**src/rtl/seq_detector_param.sv**
```systemverilog
// seq_detector_param: parametrised Mealy serial sequence detector.
// Matches a qualified bit stream against a loadable PAT_W-bit pattern.
// Ports:
//   clk, rst          clock, async active-high reset
//   in, in_valid      serial bit and its qualifier
//   overlap           1 = overlapping, 0 = non-overlapping detection
//   pat_load/pat_data load a new pattern (MSB received first)
//   count_clr         synchronous clear of the match counter
//   out               combinational match, out_q its registered copy
//   match_count       saturating match counter
// Optional feature macro: SEQDET_COUNT_EN (match counter present).
module seq_detector_param #(
    parameter int                 PAT_W   = 4,
    parameter logic [PAT_W-1:0]   PATTERN = 4'b1101,
    parameter int                 CNT_W   = 8
) (
    input  logic             clk,
    input  logic             rst,
    input  logic             in,
    input  logic             in_valid,
    input  logic             overlap,
    input  logic             pat_load,
    input  logic [PAT_W-1:0] pat_data,
    input  logic             count_clr,
    output logic             out,
    output logic             out_q,
    output logic [CNT_W-1:0] match_count
);

    localparam int FW = (PAT_W > 2) ? $clog2(PAT_W) : 1;
    localparam logic [FW-1:0] FILL_MAX = FW'(PAT_W - 1);

    logic [PAT_W-2:0] r_hist;
    logic [FW-1:0]    r_fill;
    logic [PAT_W-1:0] r_pat;
    logic             r_out_q;

    logic [PAT_W-1:0] w_shift;
    logic             w_full;
    logic             w_match;

    // Candidate window: stored history with the current bit appended.
    assign w_shift = {r_hist, in};
    assign w_full  = (r_fill == FILL_MAX);
    assign w_match = in_valid & ~pat_load & w_full & (w_shift == r_pat);

    assign out   = w_match;
    assign out_q = r_out_q;

    always_ff @(posedge clk or posedge rst) begin
        if (rst) begin
            r_hist  <= '0;
            r_fill  <= '0;
            r_pat   <= PATTERN;
            r_out_q <= 1'b0;
        end else begin
            r_out_q <= w_match;
            if (pat_load) begin
                // Bit presented in a load cycle is discarded.
                r_pat  <= pat_data;
                r_fill <= '0;
            end else if (in_valid) begin
                r_hist <= w_shift[PAT_W-2:0];
                // Non-overlapping: a match empties the history window.
                if (w_match && !overlap) begin
                    r_fill <= '0;
                end else if (!w_full) begin
                    r_fill <= r_fill + FW'(1);
                end
            end
        end
    end

`ifdef SEQDET_COUNT_EN
    logic [CNT_W-1:0] r_count;

    always_ff @(posedge clk or posedge rst) begin
        if (rst) begin
            r_count <= '0;
        end else if (count_clr) begin
            r_count <= '0;
        end else if (w_match && (r_count != {CNT_W{1'b1}})) begin
            r_count <= r_count + CNT_W'(1);
        end
    end

    assign match_count = r_count;
`else
    logic w_unused;

    assign w_unused    = count_clr;
    assign match_count = '0;
`endif

endmodule

```
**config.mk**
```make
export PLATFORM = sky130hd
export DESIGN_NAME = seq_detector_param
export DESIGN_NICKNAME = d
export VERILOG_FILES = /design/src/rtl/seq_detector_param.sv
export SDC_FILE = /design/constraint.sdc
export NUM_CORES = 1
export LEC_CHECK = 0
export ABC_AREA = 1
export CORE_AREA = 5 5 42 44
export CTS_BUF_LIST = sky130_fd_sc_hd__clkbuf_16
export CTS_CLUSTER_SIZE = 28
export DETAILED_ROUTE_END_ITERATION = 7
export DIE_AREA = 0 0 47 49
export HOLD_SLACK_MARGIN = 0.06
export PLACE_DENSITY = 0.77
export RECOVER_POWER = 25
export REMOVE_ABC_BUFFERS = 1
export SLEW_MARGIN = 30
export SYNTH_ARGS = -nofsm -noshare
export SYNTH_HDL_FRONTEND = slang
export SYNTH_SLANG_ARGS = --single-unit
```
**constraint.sdc**
```tcl
create_clock -name clk -period 2.7 [get_ports clk]
set_clock_uncertainty 0.05 [all_clocks]
set_input_delay 0.54 -clock clk [delete_from_list [all_inputs] [get_ports clk]]
set_output_delay 0.54 -clock clk [all_outputs]
set_load 0.01 [all_outputs]
```
== Yosys cells after proc, flatten, opt, wreduce, memory -nomap -nowiden ==
Cells that the tools add are included.

* Register bits: 10
* Input port bits: 11
* Output and inout port bits: 10
* Word-level logic and storage cells: 21

* $add $sub $neg: 1
* Eq/ne operators: 3
* Mux-type cells: 4
* Bitwise operators: 4
* Reduce and logical (&&, ||, !) cells: 5

{| class="wikitable"
|+ Operator list
! kind !! number
|-
| $mux 2 || 4
|-
| $eq 4x4->1 || 1
|-
| $reduce_and 2->1 || 2
|-
| $and 1x1->1 || 3
|-
| $ne 3x2->1 const B || 1
|-
| $add 2x1->2 const B || 1
|-
| $eq 2x2->1 const B || 1
|-
| $reduce_bool 2->1 || 1
|-
| $logic_and 1x1->1 || 1
|-
| $logic_not 1->1 || 1
|-
| $not 1->1 || 1
|}

== Logic depth before layout (Yosys ltp) ==
Gate-level depths: netlist (run 1).

* Depth after elaboration: 8
* Gate-level depth with buffers: 9
* Depth with buffers taken out: 9

== Least setup slack after synthesis (run 1) ==
OpenSTA, ideal clock, no wires.

* Kind: input -> output
* From: input port pat_load
* To: output port out
* Arrival time: 0.989 ns
* Required time: 2.110 ns
* Slack: 1.121 ns
* Stages on the path: 4
* Buffers on the path: 0
* Path through: inv_1 -> nand3_1 -> nor2_1 -> and3_2

* Word-level cells in the longest chain between the ends: 4

{| class="wikitable"
|+ RTL lines
! element !! RTL line !! RTL
|-
| start, declared || 22 || <nowiki>input logic pat_load,</nowiki>
|-
| $not 1->1 (no line) || -- ||
|-
| $and 1x1->1 (3 in series) || 45 || <nowiki>assign w_match = in_valid & ~pat_load & w_full & (w_shift == r_pat);</nowiki>
|-
| end, declared || 25 || <nowiki>output logic out,</nowiki>
|}

Every way passes these cells.

== Worst setup path in the final report (run 1) ==
* From: input port in
* To: output port out

* Word-level cells in the longest chain between the ends: 2

{| class="wikitable"
|+ RTL lines
! element !! RTL line !! RTL
|-
| start, declared || 19 || <nowiki>input logic in,</nowiki>
|-
| $eq 4x4->1 || 45 ||
|-
| $and 1x1->1 || 45 ||
|}

Every way passes these cells.

==> results of run 1 <==
## flip-flops by register name, summed over array words and instances (netlist names)
name    cells
r_pat       4
out_q       1
r_hist      3
r_fill      2
## worst reg2reg max path, delay by kind of cell (launching register included)
kind,cells,cell delay (ns)
adders and majority gates,1,0.18
DFF,1,0.36
and+or+nand+nor,7,0.61
## placed cells by master (no fill, tap or decap)
| master | n |
|---|---|
| dfstp_2 | 3 |
| ha_1 | 1 |
| clkinv_1 | 1 |
| nand3_1 | 2 |
| clkdlybuf4s50_1 | 9 |
| buf_4 | 1 |
| nand4_1 | 2 |
| nor2_2 | 2 |
| nand2_1 | 24 |
| dlymetal6s2s_1 | 1 |
| dlygate4sd3_1 | 1 |
| and3_2 | 1 |
| o21ai_0 | 7 |
| xnor2_1 | 1 |
| inv_1 | 13 |
| nor2_1 | 2 |
| conb_1 | 8 |
| dfrtp_1 | 7 |
| clkbuf_16 | 3 |
## power by group
group | total, mW | switching, mW | internal [mW]
Sequential | 0.180 | 0.0105 | 0.170
Combinational | 0.0655 | 0.0361 | 0.0293
Clock | 0.260 | 0.0663 | 0.194
## worst paths after layout
check | slack [ns] | cells after the start | endpoint | start
setup reg to reg | 1.39 | 8 | r_fill[1] | r_fill[0]
hold / removal | 0.43 | 2 | r_fill[1] | r_fill[1]
setup / recovery | 0.49 | 7 | out | in
hold reg to reg | 0.43 | 2 | r_fill[1] | r_fill[1]
max in group asynchronous | 1.62 | 2 | r_pat[3] | rst
min in group asynchronous | 0.67 | 2 | out_q | rst
## routing by layer
layer  GRT usage, %  share of wire, %
met1          11.76                42
met2          16.52                47
met3          3.321               9.0
met4          4.147               1.9
met5              0                 0
## stage by stage
stage	instance area [µm²]	utilization [%]	hold slack, ns	total power, mW
after floorplan	526.8	-	0.3280	0.2216
final	748.2	53.39	0.4307	0.5059
after CTS	743.2	53.04	0.4332	0.5125
after global routing	748.2	53.39	0.4564	0.5320
after detailed placement	664.4	47.41	0.4241	0.2480
after global placement	664.4	47.41	0.4110	0.2449
## timing repair
action / 4_1_cts / 5_1_grt
hold endpoints to repair: 0 / 0
gates resized for setup: 0 / 2
hold buffers: 0 / 0
setup endpoints to repair: 0 / 1
## area by class of cell
type                            count  area, µm²
Multi-Input combinational cell     50      226.5
Fill cell                         140      653.1
Inverter                           13      48.80
Timing Repair Buffer               12      120.1
Clock buffer                        3      75.07
Tap cell                           16      20.02
Sequential cell                    10      254.0
Clock inverter                      1      3.754
## cells in the mapped netlist (2+ instances only)
| master | n | share of area, % |
|---|---|---|
| nand3_1 | 2 | 1.8 |
| nor2_1 | 3 | 2.0 |
| nand2_1 | 24 | 16 |
| dfrtp_1 | 7 | 31 |
| nand4_1 | 2 | 2.2 |
| dfstp_2 | 3 | 14 |
| o21ai_0 | 7 | 6.2 |
| inv_1 | 13 | 8.6 |
| buf_4 | 8 | 11 |
## cell families (layout without fill, tap and decap cells)
| family | after synthesis | in the layout |
|---|---|---|
| simple gates | 33 | 33 |
| buf+inv | 22 | 29 |
| flops | 10 | 10 |
| compound gates | 7 | 7 |
| fa+ha+maj | 1 | 1 |
| other cells | 1 | 8 |
| xor+xnor | 1 | 1 |
==> flow_summary.toml, run 1 <==
[status]
status = "finished clean"

[die]
rows = 14
core_um2 = 1401
die_h_um = 49
die_w_um = 47
dieArea_um2 = 2303
start_util_pct = 40.36
ios = 21

[detailed_routing]
first_pass_iters = 4
routed_wl_um = 1002
drtAntennaViolNets = 0
vias = 475
drt-initial-drc-count = 13
wl_per_cell_um = 9.543
vias_per_cell = 4.524
drc = 0

[placed_design]
hpwl_um = 805
gp_congestion = 0.7768
post-place-cells = 101
port_buffers = 11
preCtsSetupSlack_ns = 0.1030

[logic_synthesis]
yosysWarnings = 0
synth_top_family_by_area = "simple AND/OR/NAND/NOR gates"
synth_adder_area_share_pct = 2.212
synthMuxAreaShare_pct = 0
yosysUniqueCellTypes = 15
synth-seq-cells = 10
syn_area_um2 = 565.5
synth-xor-area-share_pct = 1.549
async_flop_share_pct = 100.0
synth-seq-area-share_pct = 44.91
synthCells = 75
avgSynthCellArea_um2 = 7.541
ys.flop_type = "dfrtp_1"
synth_edf_count = 0
synth-compound-area-share_pct = 6.195
yosys.area_share.simple_pct = 24.34

[clock_tree]
h-tree-depth = 1
clk_path_buf_depth = 2
cts_root_buf = "clkbuf_16"
clkTransAtPathRegs_ns = 0.04
numCtsBuffers = 3
cts.sinks = 10
post_cts_buffers = 0
clk_latency_ns = 0.23
cts_tree = "yes"

[power_and_ir_drop]
powerDensity_nw_per_um2 = 676.2
vdd_drop_max_uv = 297.6
p_leak_nw = 0.4143

[setup_path]
worst_path_dominant_cell_family = "buffers and inverters"
cp_max_fo = 3
cp_num_buf_inv = 3
crit_slowest_cell = "clkdlybuf4s50_1"
worstSetupPathType = "input port to output port"
worstPathArrival_ns = 1.62
cpPeakStageDelay_ns = 0.49
end_kind = "output port"
path_common_cell = "nand2_1"
worstPathCellList = "clkdlybuf4s50_1, inv_1, nand2_1, nand2_1, nor2_2, and3_2, dlymetal6s2s_1"
startpoint_type = "input port"
crit_required_ns = 2.11

[timing]
fin_crit_sh_pct = 81.88
hold_viol = 0
min_period_ns = 2.211
timing.fmax_ghz = 0.4523
setup_tns_ns = 0
slew_viol_final = 0
rsz0062_at_grt = "false"
setup_viol = 0
setup_ws_ns = 0.4891

[finish]
area_growth_pct = 32.30
fin_nets = 102
drive_above_1_share_pct = 11.24
instances_no_fill = 105
diodes = 0

[grt]
grt_pass1_vias = 450
grt_pass1_wl_um = 1745
grt_max_degree = 11
grt_overflow_total = 0
grt_antenna_before_repair = 0
grt_use_total_pct = 10.16

[min_path]
hold_path.class = "flip-flop to flip-flop"

[job]
drv_cap = 0
Power figures use the tool's default switching activity.
==> run 2: changes to the inputs <==
- CORE_AREA: 5 5 42 44 -> not set
- CORE_MARGIN: not set -> 5
- CORE_UTILIZATION: not set -> 37
- DIE_AREA: 0 0 47 49 -> not set
- PLACE_DENSITY: 0.77 -> 0.71
- clock period: 2.7 -> 2 ns (I/O delays scaled with it)
==> run 2 against run 1 <==
Against the previous run: sequential cell count is the same; sequential share of layout area is 0.61 points lower; largest power group unchanged; total power rose by 36%; clock-buffer cell count did not move; critical path type unchanged; die area increased by 4.7%; cell count is 1.9% higher; via count decreased by 3.8%; critical path depth is 1 lower; non-clock buffer count increased by 2; clock power grew 37%; wire length up 2.7%; cell area increased by 1.8%.
==> flow_summary.toml, run 2 (same netlist as run 1, synthesis figures left out) <==
[power_and_ir_drop]
vdd_drop_max_uv = 449.1
internal-power_mw = 0.5327
switching_power_mw = 0.1552
pwr-share-clk_pct = 51.5
swShare_pct = 22.56
total_power_mw = 0.6879
sequentialPowerShare_pct = 35.3
powerDensity_nw_per_um2 = 902.8
p_comb_share_pct = 13.1
p_leak_nw = 0.4158

[timing]
fin_crit_sh_pct = 97.22
timing.fmax_ghz = 0.5143
slew_viol_final = 0
hold_viol = 0
min_period_ns = 1.944
setup_viol = 0
rsz0062_at_grt = "false"

[finish]
area_growth_pct = 34.73
largest_reg_flops = 4
mostFrequentLayoutCells = "nand2_1, inv_1, conb_1, clkdlybuf4s50_1"
diodes = 0
final_common_cell = "nand2_1"
multi_input_area_um2 = 224.0
n_fill_cell = 140
regArea_um2 = 254.0
drive_above_1_share_pct = 13.19
fin_area_um2 = 762.0
top_register = "r_pat"
reg.largest.list = "r_pat: 4 flops, r_hist: 3 flops, r_fill: 2 flops"
fin_nets = 104

[grt]
grt_pass1_wl_um = 1766
grt_use_total_pct = 9.509
grt_max_degree = 11
grt_pass1_vias = 416
grt_overflow_total = 0
grt_antenna_before_repair = 0

[status]
status = "finished clean"

[setup_path]
startpoint_type = "input port"
worstSetupPathType = "input port to output port"
end_kind = "output port"
cp_max_fo = 2
crit_required_ns = 1.55
worstPathArrival_ns = 1.49

[clock_tree]
clk_path_buf_depth = 2
cts_tree = "yes"
cts_root_buf = "clkbuf_16"
clk_latency_ns = 0.24
post_cts_buffers = 0
cts.sinks = 10
clkTransAtPathRegs_ns = 0.04
numCtsBuffers = 3
h-tree-depth = 1

[detailed_routing]
vias = 457
vias_per_cell = 4.271
drtAntennaViolNets = 0
wl_per_cell_um = 9.617
first_pass_iters = 3
drc = 0
routed_wl_um = 1029
drt-initial-drc-count = 4

[die]
start_util_pct = 38.44
ios = 21
die_w_um = 49.10
core_um2 = 1471
rows = 14
die_h_um = 49.10
dieArea_um2 = 2410

[placed_design]
gp_congestion = 0.6951
dpl_cell_area_um2 = 679.4
port_buffers = 11
hpwl_um = 795.2

[job]
drv_cap = 0

[min_path]
hold_path.class = "flip-flop to flip-flop"
run 2: cell count changes in the layout (fill, tap and decap cells not counted), sizes merged:
cell | previous run | this run
buf | 1 | 3
clkdlybuf4s15 | 0 | 1
clkdlybuf4s50 | 9 | 8
run 2: power by group through the flow:
stage,combinational (mW),sequential [mW],clock (mW)
after floorplan,0.0564,0.243,0
after global placement,0.0889,0.244,0
after detailed placement,0.0912,0.246,0
after CTS,0.0926,0.243,0.363
after global routing,0.106,0.246,0.376
final,0.0902,0.243,0.355
run 2: timing repair:
item,4_1_cts,5_1_grt
resized for setup,3,1
hold buffers,0,0
endpoints found under the setup margin,1,1
pin swaps,0,1
run 2: layer usage:
| layer | routed length, µm | up-vias | track usage (%) |
|---|---|---|---|
| li1 | - | 242 | - |
| met1 | 410 | 197 | 10.94 |
| met2 | 507 | 14 | 14.16 |
| met3 | 86 | 4 | 3.670 |
| met4 | 25 | 0 | 6.726 |
| met5 | 0 | - | 0 |
run 2: final cells by class:
type | count | share of cell area (%)
clock buffers | 3 | 9.852
well taps | 16 | 2.627
inverters | 13 | 6.404
clock inverters | 1 | 0.4926
flip-flops and latches | 10 | 33.33
multi-input cells | 50 | 29.39
repair buffers | 14 | 17.90
run 2: metrics by stage:
| stage | util (%) | instances | hold WS [ns] | setup WS (ns) | TNS (ns) |
|---|---|---|---|---|---|
| after floorplan | - | 73 | 0.1880 | 0.6140 | 0 |
| after global placement | 46.17 | 103 | 0.4094 | -0.3125 | -0.3125 |
| after detailed placement | 46.17 | 103 | 0.4187 | -0.3051 | -0.3051 |
| after CTS | 51.62 | 107 | 0.4077 | 0.008007 | 0 |
| after global routing | 51.79 | 107 | 0.4572 | 0.002656 | 0 |
| final | 51.79 | 107 | 0.4228 | 0.05566 | 0 |
run 2: final timing paths:
check | from | end | slack (ns) | depth (start not counted)
worst min register to register | r_pat[2] | r_pat[2] | 0.42 | 2
worst max-delay path | pat_load | out | 0.06 | 6
worst min-delay path | r_pat[2] | r_pat[2] | 0.42 | 2
min in group asynchronous | rst | out_q | 0.53 | 2
max in group asynchronous | rst | r_pat[0] | 1.07 | 2
worst max register to register | r_pat[3] | r_fill[0] | 0.66 | 9
run 2: critical path, stage by stage:
cell             delay [ns]
clkdlybuf4s50_1        0.42
inv_1                  0.08
nand3_1                0.06
nor2_1                 0.11
and3_2                 0.20
clkdlybuf4s15_2        0.22
==> run 3: changes to the inputs <==
- PLACE_DENSITY: 0.71 -> 0.69
==> run 3 against run 2 <==
Against the previous run: sequential cell count unchanged; via count down 2.0%; sequential share of layout area down 0.43 points; worst setup slack better by 0.010 ns; die area unchanged; register-to-register slack worse by 0.07 ns; first-iteration DRC count up 100%; critical path depth unchanged; highest routed layer unchanged.
==> flow_summary.toml, run 3 (same netlist as run 1, synthesis figures left out) <==
[status]
status = "finished clean"

[placed_design]
hpwl_um = 753.6
gp_congestion = 0.6814
preCtsSetupSlack_ns = -0.3222
port_buffers = 11

[grt]
grt_pass1_wl_um = 1656
grt_antenna_before_repair = 0
grt_overflow_total = 0
grt_max_degree = 11
grt_pass1_vias = 404
grt_use_total_pct = 9.434

[finish]
reg.largest.list = "r_pat: 4 flops, r_hist: 3 flops, r_fill: 2 flops"
top_register = "r_pat"
diodes = 0
n_fill_cell = 142
final_common_cell = "nand2_1"
fin_nets = 105
mostFrequentLayoutCells = "nand2_1, inv_1, conb_1, clkdlybuf4s50_1"
largest_reg_flops = 4
area_growth_pct = 36.50
drive_above_1_share_pct = 15.22

[setup_path]
reg2regPathDepth = 10
end_kind = "output port"
r2r-start = "r_pat[0]"
worstPathArrival_ns = 1.48
reg2reg_to = "r_fill[0]"
crit_required_ns = 1.55
worstPathCellList = "clkdlybuf4s50_1, inv_1, nand3_1, nor2_2, and3_4, clkdlybuf4s15_2"
r2r_slack_ns = 0.59
worstSetupPathType = "input port to output port"
startpoint_type = "input port"
cp_max_fo = 2
crit_slowest_cell = "clkdlybuf4s50_1"
cpPeakStageDelay_ns = 0.42

[power_and_ir_drop]
vdd_drop_max_uv = 654.5
total_power_mw = 0.6932
swShare_pct = 22.67
p_leak_nw = 0.4112
internal-power_mw = 0.5360
p_comb_share_pct = 13.8
switching_power_mw = 0.1572
pwr-share-clk_pct = 51.0
sequentialPowerShare_pct = 35.2
powerDensity_nw_per_um2 = 897.9

[die]
ios = 21
core_um2 = 1471
die_w_um = 49.10
die_h_um = 49.10
dieArea_um2 = 2410
start_util_pct = 38.44
rows = 14

[clock_tree]
cts_root_buf = "clkbuf_16"
clkTransAtPathRegs_ns = 0.04
clk_latency_ns = 0.24
cts_tree = "yes"
clk_path_buf_depth = 2
numCtsBuffers = 3
post_cts_buffers = 0
h-tree-depth = 1
hold_buffers = 0
cts.sinks = 10

[timing]
fin_crit_sh_pct = 96.72
setup_tns_ns = 0
slew_viol_final = 0
timing.fmax_ghz = 0.5170
setup_viol = 0
setup_ws_ns = 0.06566
rsz0062_at_grt = "false"
min_period_ns = 1.934
hold_viol = 0

[detailed_routing]
vias_per_cell = 4.148
drc = 0
routed_wl_um = 1010
drt-initial-drc-count = 8
drtAntennaViolNets = 0
vias = 448
wl_per_cell_um = 9.352
first_pass_iters = 4

[min_path]
hold_depth = 2
hp-start = "r_fill[1]"
holdPathEnd = "r_fill[1]"
hold_path.class = "flip-flop to flip-flop"

[job]
drv_cap = 0
[run 3: changes by cell type in the layout (fill, tap and decap cells not counted)]
cell            before  now
buf_4                3    4
and3_4               0    1
nor2_1               3    2
dlygate4sd2_1        0    1
and3_2               1    0
nor2_2               1    2
dlymetal6s2s_1       1    0
[run 3: layout make-up]
type / count / area [µm²] / share of cell area [%]
clock buffer: 3 / 75.07 / 9.724
clock inverter: 1 / 3.754 / 0.4862
inverter: 13 / 48.80 / 6.321
multi-input combinational: 50 / 230.2 / 29.82
sequential: 10 / 254.0 / 32.90
tap: 16 / 20.02 / 2.593
timing repair buffer: 15 / 140.1 / 18.15
[run 3: repair_timing]
action	in CTS	in global routing
hold endpoints to repair	0	0
endpoints found under the setup margin	1	1
pin swaps	0	1
resized for setup	4	2
[run 3: through the flow]
step	cell area, µm²	cells	hold WS (ns)	util, %
2_1_floorplan	526.8	73	0.1880	-
3_3_place_gp	686.9	104	0.4138	46.68
3_5_place_dp	686.9	104	0.4198	46.68
4_1_cts	765.7	108	0.4060	52.04
5_1_grt	772.0	108	0.4703	52.47
6_report	772.0	108	0.4244	52.47
[run 3: critical path, delay by kind of cell]
family,cells,cell delay (ns)
and+or+nand+nor,3,0.38
buffers and inverters,3,0.70
[run 3: worst max path at each step]
stage,from,end,slack [ns],depth (start not counted)
floorplan,r_pat[3],out,0.61,5
global placement,in,out,-0.30,7
detailed placement,in,out,-0.32,7
CTS,pat_load,out,0.03,6
global route,pat_load,out,0.02,6
finish,pat_load,out,0.07,6
[run 3: per-layer routing]
metal / vias up / share of wire [%] / track usage (%)
met5: - / 0 / 0
met4: 0 / 3.1 / 6.726
met3: 5 / 11 / 7.339
met2: 15 / 42 / 11.80
met1: 185 / 43 / 10.53
li1: 243 / - / -
[run 3: power by group through the flow]
stage / clock network [mW] / logic, mW / registers [mW]
2_1_floorplan: 0 / 0.0564 / 0.243
3_3_place_gp: 0 / 0.0937 / 0.245
3_5_place_dp: 0 / 0.0950 / 0.246
4_1_cts: 0.359 / 0.0952 / 0.243
5_1_grt: 0.370 / 0.110 / 0.247
6_report: 0.354 / 0.0958 / 0.244
